File: src/rtl/capture_pkg.sv
// Shared definitions for the capture sequencer.
//   state_t      : sequencer states
//   EDGE_RISING  : trig_falling value selecting a rising-edge trigger
//   EDGE_FALLING : trig_falling value selecting a falling-edge trigger
package capture_pkg;

  typedef enum logic [2:0] {
    IDLE  = 3'd0,
    PRE   = 3'd1,
    ARMED = 3'd2,
    POST  = 3'd3,
    READ  = 3'd4
  } state_t;

  localparam logic EDGE_RISING  = 1'b0;
  localparam logic EDGE_FALLING = 1'b1;

endpackage

File: src/rtl/trig_detect.sv
// Level-crossing trigger detector. Remembers the previous valid sample and
// compares it with the current one against trig_level.
// Ports:
//   clk, rst_n    : clock, synchronous active-low reset
//   clear         : forget the previous sample (arm / abort)
//   update        : capture phase in which samples feed the history
//   sample_in     : current sample, qualified by sample_valid
//   trig_level    : threshold (unsigned)
//   trig_falling  : edge select (EDGE_RISING / EDGE_FALLING)
//   hit           : crossing seen on the current valid sample (combinational,
//                   not yet qualified by prev_valid)
//   prev_valid    : a previous sample is held
module trig_detect
  import capture_pkg::*;
#(
  parameter int DATA_WIDTH = 8
) (
  input  logic                  clk,
  input  logic                  rst_n,
  input  logic                  clear,
  input  logic                  update,
  input  logic [DATA_WIDTH-1:0] sample_in,
  input  logic                  sample_valid,
  input  logic [DATA_WIDTH-1:0] trig_level,
  input  logic                  trig_falling,
  output logic                  hit,
  output logic                  prev_valid
);

  logic [DATA_WIDTH-1:0] prev;
  logic                  rise;
  logic                  fall;

  always_ff @(posedge clk) begin
    if (!rst_n) begin
      prev       <= '0;
      prev_valid <= 1'b0;
    end else if (clear) begin
      prev       <= '0;
      prev_valid <= 1'b0;
    end else if (update && sample_valid) begin
      prev       <= sample_in;
      prev_valid <= 1'b1;
    end
  end

  assign rise = (prev < trig_level) && (trig_level <= sample_in);
  assign fall = (prev >= trig_level) && (trig_level > sample_in);
  assign hit  = sample_valid && ((trig_falling == EDGE_RISING) ? rise : fall);

endmodule

File: src/rtl/capture_ctrl.sv
// Capture sequencer for the oscilloscope sample buffer. Runs the sample RAM
// as a circular buffer: pre-trigger fill, wait for trigger, post-trigger
// fill, then streams all DEPTH samples out oldest-first on valid/ready.
// Ports:
//   clk, rst_n                 : clock, synchronous active-low reset
//   sample_in, sample_valid    : ADC stream
//   arm, abort, force_trig     : control
//   trig_level, trig_falling   : trigger setup
//   pretrig                    : pre-trigger sample count, latched on arm
//   ram_*                      : single-port RAM (sync write, async read)
//   rd_data/valid/ready/last   : readout stream
//   busy, triggered, done      : status
//
// state | meaning
// IDLE  | waiting for arm
// PRE   | filling the pre-trigger window
// ARMED | circular writes, looking for the trigger
// POST  | filling the post-trigger window
// READ  | streaming the buffer out, oldest first
module capture_ctrl
  import capture_pkg::*;
#(
  parameter int DATA_WIDTH = 8,
  parameter int ADDR_WIDTH = 8
) (
  input  logic                  clk,
  input  logic                  rst_n,
  input  logic [DATA_WIDTH-1:0] sample_in,
  input  logic                  sample_valid,
  input  logic                  arm,
  input  logic                  abort,
  input  logic                  force_trig,
  input  logic [DATA_WIDTH-1:0] trig_level,
  input  logic                  trig_falling,
  input  logic [ADDR_WIDTH-1:0] pretrig,
  output logic [ADDR_WIDTH-1:0] ram_addr_in,
  output logic [DATA_WIDTH-1:0] ram_data_in,
  output logic [ADDR_WIDTH-1:0] ram_addr_out,
  input  logic [DATA_WIDTH-1:0] ram_data_out,
  output logic                  ram_cs,
  output logic                  ram_we,
  output logic                  ram_oe,
  output logic [DATA_WIDTH-1:0] rd_data,
  output logic                  rd_valid,
  input  logic                  rd_ready,
  output logic                  rd_last,
  output logic                  busy,
  output logic                  triggered,
  output logic                  done
);

  localparam int DEPTH = 1 << ADDR_WIDTH;
  localparam logic [ADDR_WIDTH-1:0] LAST_IDX = ADDR_WIDTH'(DEPTH - 1);
  localparam logic [ADDR_WIDTH-1:0] ONE      = ADDR_WIDTH'(1);

  state_t                state;
  logic [ADDR_WIDTH-1:0] wr_ptr;
  logic [ADDR_WIDTH-1:0] rd_ptr;
  logic [ADDR_WIDTH-1:0] pre_cnt;
  logic [ADDR_WIDTH-1:0] post_cnt;
  logic [ADDR_WIDTH-1:0] rd_cnt;
  logic [ADDR_WIDTH-1:0] pretrig_l;
  logic                  force_pend;
  logic                  hit;
  logic                  prev_valid;
  logic                  capturing;
  logic                  wr_en;
  logic                  trig_now;
  logic                  det_clear;
  logic                  det_update;

  trig_detect #(
    .DATA_WIDTH(DATA_WIDTH)
  ) u_trig (
    .clk         (clk),
    .rst_n       (rst_n),
    .clear       (det_clear),
    .update      (det_update),
    .sample_in   (sample_in),
    .sample_valid(sample_valid),
    .trig_level  (trig_level),
    .trig_falling(trig_falling),
    .hit         (hit),
    .prev_valid  (prev_valid)
  );

  assign capturing  = (state == PRE) || (state == ARMED) || (state == POST);
  // Reset and abort both suppress the write of the cycle they occur in.
  assign wr_en      = rst_n && !abort && capturing && sample_valid;
  assign det_clear  = abort || ((state == IDLE) && arm);
  assign det_update = (state == PRE) || (state == ARMED);
  // A software trigger with no sample present stays pending until the next
  // valid sample, which then becomes the trigger sample.
  assign trig_now   = (state == ARMED) && sample_valid &&
                      ((hit && prev_valid) || force_trig || force_pend);

  always_ff @(posedge clk) begin
    if (!rst_n) begin
      state      <= IDLE;
      wr_ptr     <= '0;
      rd_ptr     <= '0;
      pre_cnt    <= '0;
      post_cnt   <= '0;
      rd_cnt     <= '0;
      pretrig_l  <= '0;
      force_pend <= 1'b0;
      triggered  <= 1'b0;
    end else if (abort) begin
      state      <= IDLE;
      force_pend <= 1'b0;
      triggered  <= 1'b0;
    end else begin
      case (state)
        IDLE: begin
          if (arm) begin
            state      <= PRE;
            wr_ptr     <= '0;
            pre_cnt    <= '0;
            pretrig_l  <= pretrig;
            force_pend <= 1'b0;
          end
        end
        PRE: begin
          if (sample_valid) begin
            wr_ptr  <= wr_ptr + ONE;
            pre_cnt <= pre_cnt + ONE;
          end
          if ((pretrig_l == '0) || (sample_valid && (pre_cnt + ONE == pretrig_l)))
            state <= ARMED;
        end
        ARMED: begin
          if (sample_valid)
            wr_ptr <= wr_ptr + ONE;
          if (trig_now) begin
            triggered  <= 1'b1;
            force_pend <= 1'b0;
            post_cnt   <= LAST_IDX - pretrig_l;
            if (pretrig_l == LAST_IDX) begin
              // no post window; the slot after the trigger write is the oldest
              state  <= READ;
              rd_ptr <= wr_ptr + ONE;
              rd_cnt <= '0;
            end else begin
              state <= POST;
            end
          end else if (force_trig) begin
            force_pend <= 1'b1;
          end
        end
        POST: begin
          if (sample_valid) begin
            wr_ptr   <= wr_ptr + ONE;
            post_cnt <= post_cnt - ONE;
            if (post_cnt == ONE) begin
              state  <= READ;
              rd_ptr <= wr_ptr + ONE;
              rd_cnt <= '0;
            end
          end
        end
        READ: begin
          if (rd_ready) begin
            rd_ptr <= rd_ptr + ONE;
            rd_cnt <= rd_cnt + ONE;
            if (rd_cnt == LAST_IDX) begin
              state     <= IDLE;
              triggered <= 1'b0;
            end
          end
        end
        default: state <= IDLE;
      endcase
    end
  end

  assign ram_we       = wr_en;
  assign ram_addr_in  = wr_en ? wr_ptr : '0;
  assign ram_data_in  = wr_en ? sample_in : '0;
  assign ram_cs       = (state != IDLE);
  assign ram_oe       = (state == READ);
  assign ram_addr_out = (state == READ) ? rd_ptr : '0;
  assign rd_data      = (state == READ) ? ram_data_out : '0;
  assign rd_valid     = (state == READ);
  assign rd_last      = (state == READ) && (rd_cnt == LAST_IDX);
  assign busy         = capturing;
  assign done         = (state == READ);

endmodule

File: config.mk
export PLATFORM = sky130hd
export DESIGN_NAME = capture_ctrl
export DESIGN_NICKNAME = d
export VERILOG_FILES = /design/src/rtl/capture_pkg.sv /design/src/rtl/trig_detect.sv /design/src/rtl/capture_ctrl.sv
export SDC_FILE = /design/constraint.sdc
export NUM_CORES = 1
export LEC_CHECK = 0
export ABC_AREA = 1
export BUFFER_PORTS_ARGS = -buffer_cell sky130_fd_sc_hd__buf_4
export CORE_MARGIN = 1.5
export CORE_UTILIZATION = 30
export CTS_BUF_LIST = sky130_fd_sc_hd__clkbuf_16
export DETAILED_ROUTE_END_ITERATION = 10
export PLACE_DENSITY = 0.54
export SLEW_MARGIN = 25
export SYNTH_ARGS = -nofsm -noshare
export SYNTH_HDL_FRONTEND = slang
export SYNTH_SLANG_ARGS = --single-unit
export TNS_END_PERCENT = 100
File: constraint.sdc
create_clock -name clk -period 5.17 [get_ports clk]
set_clock_uncertainty 0.15 [all_clocks]
set_input_delay 0.7755 -clock clk [delete_from_list [all_inputs] [get_ports clk]]
set_output_delay 0.7755 -clock clk [all_outputs]
set_load 0.05 [all_outputs]
==> results of run 1 <==
[through the flow]
step	hold WS, ns	setup slack [ns]	instances
floorplan	0.283	0.974	704
global placement	0.303	1.72	942
detailed placement	0.315	1.66	942
CTS	0.328	1.66	958
global route	0.330	1.45	958
finish	0.320	1.69	958
[sequential cells by signal, summed over array words and instances (netlist names)]
signal             count
force_pend             1
post_cnt               8
pre_cnt                8
pretrig_l              8
rd_cnt                 8
rd_ptr                 8
state                  3
triggered              1
u_trig.prev            8
u_trig.prev_valid      1
wr_ptr                 8
[tightest hold or removal path, stage by stage, from the launching register on]
cell	delay, ns
dfxtp_1	0.29
inv_1	0.07
a21oi_1	0.06
[report_power, final]
group / total [uW] / leakage [uW] / internal [uW] / switching [uW]
clock: 535 / 0.000137 / 316 / 219
combinational: 481 / 0.00201 / 156 / 326
sequential: 555 / 0.000503 / 520 / 34.5
[cell usage after synthesis (all sizes together)]
cell type and count:
nand3 32, a22oi 1, buf 12, nor3 7, nor4 3, xnor2 2, a211oi 8, and2 1
nand3b 4, nand4 24, or2 1, ha 22, o22ai 1, clkinv 2, nor2 134, inv 129
a21oi 33, dfxtp 62, clkbuf 9, nand2 167, a21o 2, o21bai 1, xor2 13, o21ai 32
mux2i 1, a31oi 1
[cell type report]
class | count | area (um^2)
Fill cell | 1567 | 8620
Sequential cell | 62 | 1240
Tap cell | 180 | 225
Multi-Input combinational cell | 490 | 2450
Clock inverter | 7 | 32.5
Timing Repair Buffer | 79 | 593
Inverter | 131 | 492
Clock buffer | 9 | 225
[logic make-up after synthesis]
group	synth area share (%)
buffers and inverters	13.7
xor gates and xnor gates	3.07
DFF	29.0
AOI/OAI and AO/OA	10.5
adders and majority gates	6.43
and+or+nand+nor	37.1
muxes	0.234
[worst paths after layout]
| check | from | end | slack (ns) | depth (start not counted) |
|---|---|---|---|---|
| worst max-delay path | rst_n | ram_addr_in[0] | 1.69 | 6 |
| worst min register to register | u_trig.prev[0] | u_trig.prev[0] | 0.32 | 2 |
| worst min-delay path | u_trig.prev[0] | u_trig.prev[0] | 0.32 | 2 |
| worst max register to register | u_trig.prev[7] | post_cnt[1] | 2.39 | 13 |
[layer usage]
layer	share of wire [%]	track usage [%]	up-vias
met3	4.6	4.28	10
met4	1.3	4.80	0
met1	53	21.7	1883
met2	42	23.6	81
li1	-	-	2337
met5	0	0	-
==> flow_summary.yaml, run 1 <==
clock_network:
  clock_latency_ns: 0.34
  clk_root_buffer_cell: "clkbuf_16"
  cts_setup_buffers: 0
  clk_pin_slew_ns: 0.05
  cts_tree: "yes"
  clock-sinks: 62
  cts-hold-fix-buffers: 0
  cts_buffers: 9
  htree_num_levels: 3
  cts.repair.resized: 0
  clockBufferDepth: 2
placement:
  dp_hpwl_mm: 8.24
  port-buffer-count: 79
  placed_area_mm2: 0.00500
  gp_congestion: 0.763
drt:
  post_drt_wl_per_cell_um: 11.6
  drc: 0
  via_per_inst: 4.50
  vias: 4311
  drt-initial-drc-count: 265
  routed_wl_mm: 11.1
  dr.pass1.iters: 5
  antenna_left: 0
timing:
  min_period_ns: 3.48
  rsz0062_at_grt: "no"
  fin_setup_tns_ns: 0
  setup_violations: 0
  tightest_slew_ns: 0.788
  hold_violations: 0
  slew_headroom_pct: 47.4
  fmaxAchievable_mhz: 287
  fin_crit_sh_pct: 67.3
  slew_violations: 0
critical_path:
  cp.arrival_ns: 2.55
  cpPeakStageDelay_ns: 0.50
  crit_path_top_delay_cell: "clkinv_1"
  worstPathRequired_ns: 4.24
  path_delay_family: "buffers and inverters"
  critPathLaunchType: "input pin"
  critPathCaptureType: "output pin"
  crit_path_max_fanout: 35
  crit_chain: "buf_4 > clkinv_1 > nor2_1 > inv_1 > nor2_1 > buf_4"
  critical_path_class: "input pin to output pin"
  critPathBufInv: 4
power:
  power_density_mw_per_mm2: 299
  p_total_uw: 1570
  max-vdd-ir-drop_mv: 0.150
  p_leak_uw: 0.00265
floorplanning:
  pin_count: 80
  row_count: 43
  die_h_um: 122
  initial_core_util_pct: 30.8
  die_area_mm2: 0.0150
  fp.dieW_um: 122
  core-area_mm2: 0.0139
synth:
  ys_types: 36
  synthCells: 704
  avgSynthCellArea_um2: 6.08
  synth-seq-area-share_pct: 29.0
  netlist_top_cells_area: "dfxtp_1 29%, nand2_1 15%, nor2_1 11%"
  syn_nets: 766
  yosysWarnings: 0
  netlist.area_leader.share_pct: 29.0
  syn_area_mm2: 0.00428
  ys_ff_latch: 62
  synth_largest_area_cell: "dfxtp_1"
layout:
  diodes: 0
  drive_gt1_share_pct: 14.5
  fin_util_pct: 37.9
  final_net_count: 835
  layout_commonest_cell: "nand2_1"
  most-common-layout-cells: "166 x nand2_1, 128 x nor2_1, 123 x inv_1"
  syn2layout_area_growth_pct: 22.9
  stdcell_area_mm2: 0.00526
grt:
  antenna_found_initial: 0
  grt_pass1_vias: 3910
  overflow: 0
  grt_start_max_net_pins: 36
  grt_use_total_pct: 15.7
  grt_pass1_wl_mm: 18.5
status:
  status: "complete, no violations"
min_path:
  hold_path.class: "register to register"
job:
  maxCapViolCount: 0
Note: power is estimated with default switching activity, not from simulation.
==> run 2: changes to the inputs <==
Settings changed: PLACE_DENSITY 0.54 to 0.56.
Clock period 5.17 ns to 3.1 ns, I/O delays scaled along.
==> run 2 against run 1 <==
Setup slack got worse by 1.3 ns. Via count rose by 0.26%. Largest power group is now the clock network. Highest routed layer unchanged. Power rose by 84%. Sequential share of layout area fell by 0.75 points. Clock-buffer cell count did not move.
==> flow_summary.yaml, run 2 (same netlist as run 1, synthesis figures left out) <==
status:
  status: "complete, no violations"
critical_path:
  cp.arrival_ns: 2.05
  critPathCaptureType: "output pin"
  r2r_setup_slack_ns: 0.66
  critical_path_class: "register to output pin"
  r2r_end: "post_cnt[5]"
  critPathLaunchType: "register"
  worstRegToRegCells: 14
  crit_path_max_fanout: 16
  r2r_start: "u_trig.prev[7]"
  worstPathRequired_ns: 2.48
drt:
  drt-initial-drc-count: 172
  post_drt_wl_per_cell_um: 11.7
  dr.pass1.iters: 4
  routed_wl_mm: 11.3
  via_per_inst: 4.47
  vias: 4322
  antenna_left: 0
  drc: 0
timing:
  slew_headroom_pct: 55.5
  tightest_slew_ns: 0.666
  hold_violations: 0
  slew_violations: 0
  rsz0062_at_grt: "no"
  fmaxAchievable_mhz: 375
  fin_setup_tns_ns: 0
  setup_violations: 0
  fin_crit_sh_pct: 86.0
  min_period_ns: 2.66
clock_network:
  cts_setup_buffers: 0
  cts.repair.resized: 0
  htree_num_levels: 3
  clock-sinks: 62
  cts_tree: "yes"
  clockBufferDepth: 2
  clock_latency_ns: 0.34
  cts-hold-fix-buffers: 0
  cts_buffers: 9
  clk_pin_slew_ns: 0.05
  clk_root_buffer_cell: "clkbuf_16"
min_path:
  hold_path_depth: 3
  min-delay-start: "pretrig[4]"
  min_to: "pretrig_l[4]"
  hold_path.class: "input pin to register"
grt:
  overflow: 0
  antenna_found_initial: 0
  grt_pass1_wl_mm: 18.8
  grt_use_total_pct: 15.9
  grt_start_max_net_pins: 35
  grt_pass1_vias: 3966
layout:
  layout_commonest_cell: "nand2_1"
  syn2layout_area_growth_pct: 26.9
  diodes: 0
  fill_cells: 1535
  fin_util_pct: 39.1
  drive_gt1_share_pct: 16.9
  most-common-layout-cells: "166 x nand2_1, 125 x inv_1, 116 x nor2_1"
  final_net_count: 844
power:
  max-vdd-ir-drop_mv: 0.296
  p_total_uw: 2890
  p_leak_uw: 0.00273
  power_density_mw_per_mm2: 532
floorplanning:
  initial_core_util_pct: 30.8
  row_count: 43
  die_h_um: 122
  core-area_mm2: 0.0139
  fp.dieW_um: 122
  die_area_mm2: 0.0150
  pin_count: 80
placement:
  dp_hpwl_mm: 8.57
  port-buffer-count: 79
  gp_congestion: 0.903
job:
  maxCapViolCount: 0
run 2: cell types whose count changed in the layout (fill, tap and decap cells not counted):
cell,delta
buf_4,+9
bufinv_16,+3
nor2_2,+12
clkinv_2,-4
clkinv_1,-1
inv_1,+2
nor2_1,-12
run 2: stage by stage:
stage               setup slack [ns]  std cells  hold WS [ns]  cell area, um^2
floorplan                     -0.113        704         0.283             4310
global placement               0.375        951         0.303             5100
detailed placement             0.330        951         0.306             5100
CTS                            0.395        967         0.195             5430
global route                   0.191        967         0.222             5430
finish                         0.435        967         0.197             5430
run 2: final cells by class:
cell class | instances | area (um^2) | area share (%)
repair buffers | 88 | 661 | 12.2
multi-input cells | 490 | 2480 | 45.7
flip-flops and latches | 62 | 1240 | 22.9
inverters | 131 | 492 | 9.06
clock inverters | 7 | 106 | 1.96
clock buffers | 9 | 225 | 4.15
well taps | 180 | 225 | 4.15
run 2: critical path, stage by stage, from the launching register on:
cell	delay [ns]
dfxtp_1	0.41
nor2_2	0.09
nor2_2	0.20
nand3_1	0.15
nor2_2	0.15
inv_1	0.30
nor2_1	0.20
buf_4	0.22
run 2: worst max-delay path by stage:
| stage | cells past startpoint | to | start | slack, ns |
|---|---|---|---|---|
| after floorplan | 7 | ram_addr_in[4] | state[0] | -0.11 |
| after global placement | 17 | post_cnt[5] | sample_in[3] | 0.38 |
| after detailed placement | 18 | post_cnt[2] | sample_in[5] | 0.33 |
| after CTS | 7 | ram_addr_in[3] | state[0] | 0.40 |
| after global routing | 7 | ram_addr_in[3] | state[0] | 0.19 |
| final | 7 | ram_addr_in[3] | state[0] | 0.44 |
run 2: routing by layer:
layer / GRT usage (%) / wire [um]
met5: 0 / 0
met4: 7.34 / 187
met3: 2.56 / 534
met2: 24.3 / 4900
met1: 21.9 / 5690
run 2: power breakdown:
| part | switching, uW | total [uW] | internal (uW) |
|---|---|---|---|
| Clock | 363 | 1140 | 774 |
| Combinational | 551 | 825 | 274 |
| Sequential | 58.7 | 927 | 868 |
